--- config.mk ---
export PLATFORM = sky130hd
export DESIGN_NAME = pulse_emitter
export DESIGN_NICKNAME = d
export VERILOG_FILES = /design/src/rtl/pulse_emitter.sv
export SDC_FILE = /design/constraint.sdc
export NUM_CORES = 1
export LEC_CHECK = 0
export BUFFER_PORTS_ARGS = -buffer_cell sky130_fd_sc_hd__buf_2
export CAP_MARGIN = 5
export CORE_UTILIZATION = 41
export CTS_CLUSTER_SIZE = 30
export DETAILED_ROUTE_END_ITERATION = 8
export GPL_ROUTABILITY_DRIVEN = 1
export PLACE_DENSITY = 0.62
export SYNTH_ARGS = -nofsm -noshare
export SYNTH_HDL_FRONTEND = slang
export SYNTH_SLANG_ARGS = --single-unit
--- constraint.sdc ---
create_clock -name clk -period 4 [get_ports clk]
set_input_delay 0.4 -clock clk [delete_from_list [all_inputs] [get_ports clk]]
set_output_delay 0.4 -clock clk [all_outputs]
set_load 0.05 [all_outputs]
--- src/rtl/pulse_emitter.sv ---
// pulse_emitter: turns single-cycle pulse events from a delay buffer into
// fixed-width TTL output pulses, each followed by an enforced dead time.
//
// Ports:
//   clk           system clock, all state updates on the rising edge
//   rst           synchronous active-high reset
//   en            emitter enable; when low, new events are ignored
//   pulse_valid   pulse_in carries valid buffer data this cycle
//   pulse_in      delayed pulse sample from the buffer
//   ttl_out       registered TTL output, high exactly while in HIGH
//   busy          registered, high while in HIGH or DEAD
//   emitted_count saturating count of accepted pulses
//   dropped_count saturating count of pulses rejected while busy
module pulse_emitter #(
   parameter int PULSE_WIDTH = 10,
   parameter int DEAD_TIME   = 5,
   parameter int CNT_WIDTH   = 16
) (
   input  logic                 clk,
   input  logic                 rst,
   input  logic                 en,
   input  logic                 pulse_valid,
   input  logic                 pulse_in,
   output logic                 ttl_out,
   output logic                 busy,
   output logic [CNT_WIDTH-1:0] emitted_count,
   output logic [CNT_WIDTH-1:0] dropped_count
);

   typedef enum logic [1:0] {
      IDLE = 2'd0,
      HIGH = 2'd1,
      DEAD = 2'd2
   } state_t;

   // Timer reload values; the timer counts down to zero inclusive,
   // so a phase of N cycles loads N-1.
   localparam logic [7:0] PW_LOAD = 8'(PULSE_WIDTH - 1);
   localparam logic [7:0] DT_LOAD =
      (DEAD_TIME > 0) ? 8'(DEAD_TIME - 1) : 8'd0;
   localparam bit NO_DEAD = (DEAD_TIME == 0);

   localparam logic [CNT_WIDTH-1:0] CNT_MAX = '1;
   localparam logic [CNT_WIDTH-1:0] CNT_ONE =
      {{(CNT_WIDTH-1){1'b0}}, 1'b1};

   state_t     state;
   state_t     state_nx;
   logic [7:0] timer;
   logic [7:0] timer_nx;
   logic       ttl_nx;
   logic       busy_nx;
   logic       ev;
   logic       accept;
   logic       drop;

   // Acceptance looks only at the registered state, so an event on the
   // last DEAD cycle is still seen as busy and dropped.
   assign ev     = pulse_in & pulse_valid & en;
   assign accept = ev & (state == IDLE);
   assign drop   = ev & (state != IDLE);

   // State register; outputs are registered alongside the state.
   always_ff @(posedge clk) begin
      if (rst) begin
         state   <= IDLE;
         timer   <= 8'd0;
         ttl_out <= 1'b0;
         busy    <= 1'b0;
      end else begin
         state   <= state_nx;
         timer   <= timer_nx;
         ttl_out <= ttl_nx;
         busy    <= busy_nx;
      end
   end

   // Next-state logic.
   always_comb begin
      state_nx = state;
      timer_nx = timer;
      unique case (state)
         IDLE: begin
            if (accept) begin
               state_nx = HIGH;
               timer_nx = PW_LOAD;
            end
         end
         HIGH: begin
            if (timer == 8'd0) begin
               if (NO_DEAD) begin
                  state_nx = IDLE;
                  timer_nx = 8'd0;
               end else begin
                  state_nx = DEAD;
                  timer_nx = DT_LOAD;
               end
            end else begin
               timer_nx = timer - 8'd1;
            end
         end
         DEAD: begin
            if (timer == 8'd0) begin
               state_nx = IDLE;
            end else begin
               timer_nx = timer - 8'd1;
            end
         end
         default: begin
            state_nx = IDLE;
            timer_nx = 8'd0;
         end
      endcase
   end

   // Output logic: decoded from the next state so the registered
   // outputs match the state register cycle for cycle.
   always_comb begin
      ttl_nx  = (state_nx == HIGH);
      busy_nx = (state_nx != IDLE);
   end

   // Saturating event counters.
   always_ff @(posedge clk) begin
      if (rst) begin
         emitted_count <= '0;
         dropped_count <= '0;
      end else begin
         if (accept && (emitted_count != CNT_MAX)) begin
            emitted_count <= emitted_count + CNT_ONE;
         end
         if (drop && (dropped_count != CNT_MAX)) begin
            dropped_count <= dropped_count + CNT_ONE;
         end
      end
   end

endmodule
### Word-level counts from Yosys, hierarchy flattened

Cells that the tools add are included.

* output and inout bits: 34
* bits of input ports: 5
* flip-flop bits (word level): 44
* word-level logic and storage cells: 35

* bitwise logic cells: 4
* mux-type cells: 8
* reduce and logical (&&, ||, !) cells: 7
* $add $sub $neg: 3
* eq/ne operators: 7

Operators by type and width (number)
* 16-bit by 1-bit adder with 16-bit output (second input constant): 2
* 16-bit != test (second input constant): 2
* 8-bit 2-to-1 mux: 3
* 8-bit case mux with 3 select lines: 1
* 8-bit logical NOT: 1
* 8-bit by 1-bit subtractor with 8-bit output (second input constant): 1
* 2-bit 2-to-1 mux: 3
* 2-bit case mux with 3 select lines: 1
* 1-bit bitwise AND: 4
* 2-bit by 1-bit == test with 1-bit output (second input constant): 2
* 2-bit != test (second input constant): 2
* 2-bit nonzero test: 2
* 2-bit == test (second input constant): 1
* 1-bit logical AND: 2
* 2-bit logical NOT: 1
* 2-bit AND reduction: 1

### Logic depth before layout (Yosys ltp)

* word-level depth: 6
* gate-level depth with buffers: 7
* depth with buffers taken out: 6

### Worst setup path before layout

OpenSTA, ideal clock, no wires.

* path kind: flip-flop to flip-flop
* start point: register dropped_count[11]
* end point: register dropped_count[1]
* setup time: 0.115 ns
* cell stages (with the launch flop): 6
* clock period less this slack: 2.066 ns
* path buffers: 1
* required time: 3.885 ns
* arrival time: 1.950 ns
* slack: 1.934 ns
* cells stage by stage: dfxtp_1 > nand4_1 > nor4_4 > buf_2 > nor3b_1 > o21ba_2

* longest elaborated chain between the ends: 2

Ends and longest elaborated chain
* start, declared: RTL line 27 `output logic [CNT_WIDTH-1:0] dropped_count`
* start signal, assigned: RTL line 133 `dropped_count <= dropped_count + CNT_ONE;`
* 16-bit != test: RTL line 132 `if (drop && (dropped_count != CNT_MAX)) begin`
* 1-bit logical AND: RTL line 132

No other way between the ends.
A chain may end at the register's enable or synchronous reset.

### Final worst setup path

* start point: register emitted_count[1]
* end point: register emitted_count[0]

* longest elaborated chain between the ends: 2

Ends and longest elaborated chain
* start, declared: RTL line 26 `output logic [CNT_WIDTH-1:0] emitted_count,`
* start signal, assigned: RTL line 130 `emitted_count <= emitted_count + CNT_ONE;`
* 16-bit != test: RTL line 129 `if (accept && (emitted_count != CNT_MAX)) begin`
* 1-bit logical AND: RTL line 129

No other way between the ends.

==> results.txt <==
The flow ran to the end, and the final reports show no timing, DRC or antenna violations. The cell area power density works out to 342 nW/um2. The post-synthesis sequential area ratio was 35.7%; the total negative setup slack was 0 ns.

The number of buffers on the longest clock path came out at 2. The most numerous cell in the Yosys netlist is dfxtp_1. After legalization and detailed placement, the total HPWL measured 4.11 mm. The initial antenna violation count is 0.

In this run the tightest slew margin relative to its limit is 27.8%. The logs give 304 for the total nets after synthesis and 2680 um2 for the post-detailed-placement cell area. The number of placement rows was 27. The synthesized netlist contains 53 unique library cells.

The path class of the tightest hold or removal check is flop to flop. The run gives 0 as the Yosys warning count. The leakage power total is 0.986 nW, and the number of search-and-repair iterations in the first detailed-routing pass is 4. Sorting the synthesized cells by area gives the leading types as dfxtp_1 (36%), a21oi_1 (7.3%), nand4_1 (3.8%). The tools report the data required time of the worst path as 4.19 ns. At the end of routability-driven placement, the weighted congestion stood at 0.820. The post-placement setup slack is 1.71 ns, and the post-detailed-route via-to-cell ratio is 5.96. 39 I/O pins were placed. Post-CTS timing repair inserted 0 buffers for setup. The effective utilization at floorplan came out at 43.7%. In this run, synthesis produced a sequential element count of 44.

The number of failing hold endpoints at the final stage is 0. The floorplan step set the die width to 79.5 um. The slew at the pin closest to its max-slew limit is 1.08 ns, and the vertical die dimension is 79.5 um. Once detail routing completed, the nets flagged for antenna violations numbered 0. Across all layers, the routed design uses 2377 vias.

The routed wire length per instance was 14.7 um. Maximum number of pins on one net before global-route repair: 48. Post-CTS resize count: 0. Number of pins exceeding their max-slew limit in the final report: 0. Summed over all layers, the routed wires come to 5.88 mm. The worst setup path is launched from a flop. The die covers 6330 um2. Once layout is done, the placed cells without fillers occupy 2770 um2. The first routing iteration left 145 violations. For the worst-skew pair, the clock arrives at the later sink with an insertion delay of 0.30 ns.

The H-tree generated during clock tree synthesis spans 2 levels. The setup path with the least slack is of type flop to flop. Setup repair after global routing left no endpoint under its margin. Port buffering added 38 buffers. The post-synthesis average cell area is 8.36 um2. Based on the critical path, the design can be clocked at up to 433 MHz.

The tools report the buffer type at the clock tree root as clkbuf_8. The total power of the final layout is 0.949 mW. The run gives 44 as the number of sinks on the clock net. Compared with the post-synthesis result, the final layout area differs by 12.5%. Along the worst path, the maximum fanout reaches 12.

The number of nets in the finished design came out at 335. For this run, the leading register cell type out of synthesis is dfxtp_1. The number of flops mapped to enable cells by yosys is 0, and the share of the synthesized area in the top cell type is 35.7%. After synthesis, the most frequently instantiated cells are dfxtp_1 (44), a21oi_1 (36), nand3_1 (17), o21ai_0 (17), nand4_1 (15). Setup violations remaining at the end of the flow were counted as 0. The via count of the first global-routing pass was 2059. The logs give 295 for the synthesized instance count and 0 for the hold buffer count at cts. The overall fraction of global-route tracks in use is 19.4%, and the clock transition at the register clock pins on the worst setup and hold paths after CTS is 0.08 ns. In the routed design, unresolved DRC markers number 0. The final core area utilization came out at 49.1%. Of all cell types, the one taking the most synthesized area is dfxtp_1. TritonCTS built the clock tree. Fill cells in the final layout number 545. The logs give 2.50 ns for the data arrival at the endpoint of the critical path and 0 for the reported max-cap violation count. In the finished design, the share of the clock period the worst path needs comes to 57.8%. The placeable core area is 5640 um2, and the post-synthesis cell area is 2460 um2.

The first global-routing pass estimated 9.80 mm of wire. The share of final-layout standard cells stronger than drive strength 1 is 17.4%, and the proportion of register bits with asynchronous set or reset after synthesis is 0%. The post-layout worst setup margin is 1.69 ns, and the maximum ir drop on the vdd rail is 224 uV.

Summing all flip-flop and latch instances after layout gives 881 um2. The worst path in the final design needs a cycle of 2.31 ns, including I/O delays and setup. The multi-input combinational cells in the finished layout cover a total of 1500 um2. After global routing the overflow that remains totals 0.

0 antenna diodes ended up in the layout. The worst setup path is captured at a flop. Buffers inserted during clock tree synthesis total 5. For the final database, setup skew stands at 0.00438 ns.
cells in the final DEF (no fill, tap or decap), types with 5 or more instances in the layout:
master	count
dfxtp_1	44
buf_2	38
a21oi_1	36
o21ai_0	17
nand3_1	17
nand4_1	15
nand2_1	14
nor2_1	13
or3_1	11
or4_1	9
o31ai_1	9
inv_1	6
and3_1	6
nor3_1	6
clkbuf_8	6
nor2b_1	5
nand2b_1	5
and4_1	5
a211oi_1	5
flip-flops by register name, summed over array words and instances (netlist names):
name	cells
busy	1
ttl_out	1
dropped_count	16
state	2
emitted_count	16
timer	8
worst max-delay path, stage by stage (launching register included):
cell     delay, ns
dfxtp_1       0.42
ha_1          0.22
nand3_1       0.11
nor3_1        0.89
a21oi_1       0.25
mux2_2        0.32
routing by layer:
layer / up-vias / track usage (%) / share of wire, %
met2: 57 / 29.8 / 44
met1: 1094 / 27.1 / 50
met4: 0 / 4.91 / 0.92
li1: 1219 / - / -
met5: - / 0 / 0
met3: 7 / 4.23 / 4.6
path summary, 6_finish.rpt:
path                             startpoint                              to  slack, ns  cells after the start
max           emitted_count[1]$_SDFFE_PP0P_   emitted_count[0]$_SDFFE_PP0P_       1.69                      5
min          emitted_count[15]$_SDFFE_PP0P_  emitted_count[15]$_SDFFE_PP0P_       0.50                      2
max reg2reg   emitted_count[1]$_SDFFE_PP0P_   emitted_count[0]$_SDFFE_PP0P_       1.69                      5
min reg2reg  emitted_count[15]$_SDFFE_PP0P_  emitted_count[15]$_SDFFE_PP0P_       0.50                      2
report_power, final:
| part | switching, mW | total, mW | leakage, nW | internal (mW) |
|---|---|---|---|---|
| combinational | 0.114 | 0.174 | 0.586 | 0.0600 |
| sequential | 0.0228 | 0.477 | 0.356 | 0.454 |
| clock | 0.157 | 0.298 | 0.0445 | 0.141 |
layout make-up:
class	instances	share of cell area, %
clock buffer	7	3.11
inverter	6	0.812
tap	72	3.25
multi-input combinational	231	53.9
sequential	44	31.8
clock inverter	1	0.271
timing repair buffer	38	6.86
stage by stage:
| step | instances | hold WS [ns] |
|---|---|---|
| floorplan | 295 | 0.461 |
| global placement | 391 | 0.481 |
| detailed placement | 391 | 0.483 |
| CTS | 399 | 0.498 |
| global route | 399 | 0.525 |
| finish | 399 | 0.497 |
logic make-up (layout without fill, tap and decap cells):
| family | Yosys count | in the layout | synth area share (%) |
|---|---|---|---|
| xor+xnor | 2 | 2 | 0.711 |
| fa+ha+maj | 4 | 4 | 2.03 |
| flops | 44 | 44 | 35.7 |
| buf+inv | 20 | 52 | 3.60 |
| compound gates | 94 | 94 | 24.3 |
| mux | 5 | 5 | 2.23 |
| simple gates | 126 | 126 | 31.4 |
Note: power is estimated with default switching activity, not from simulation.
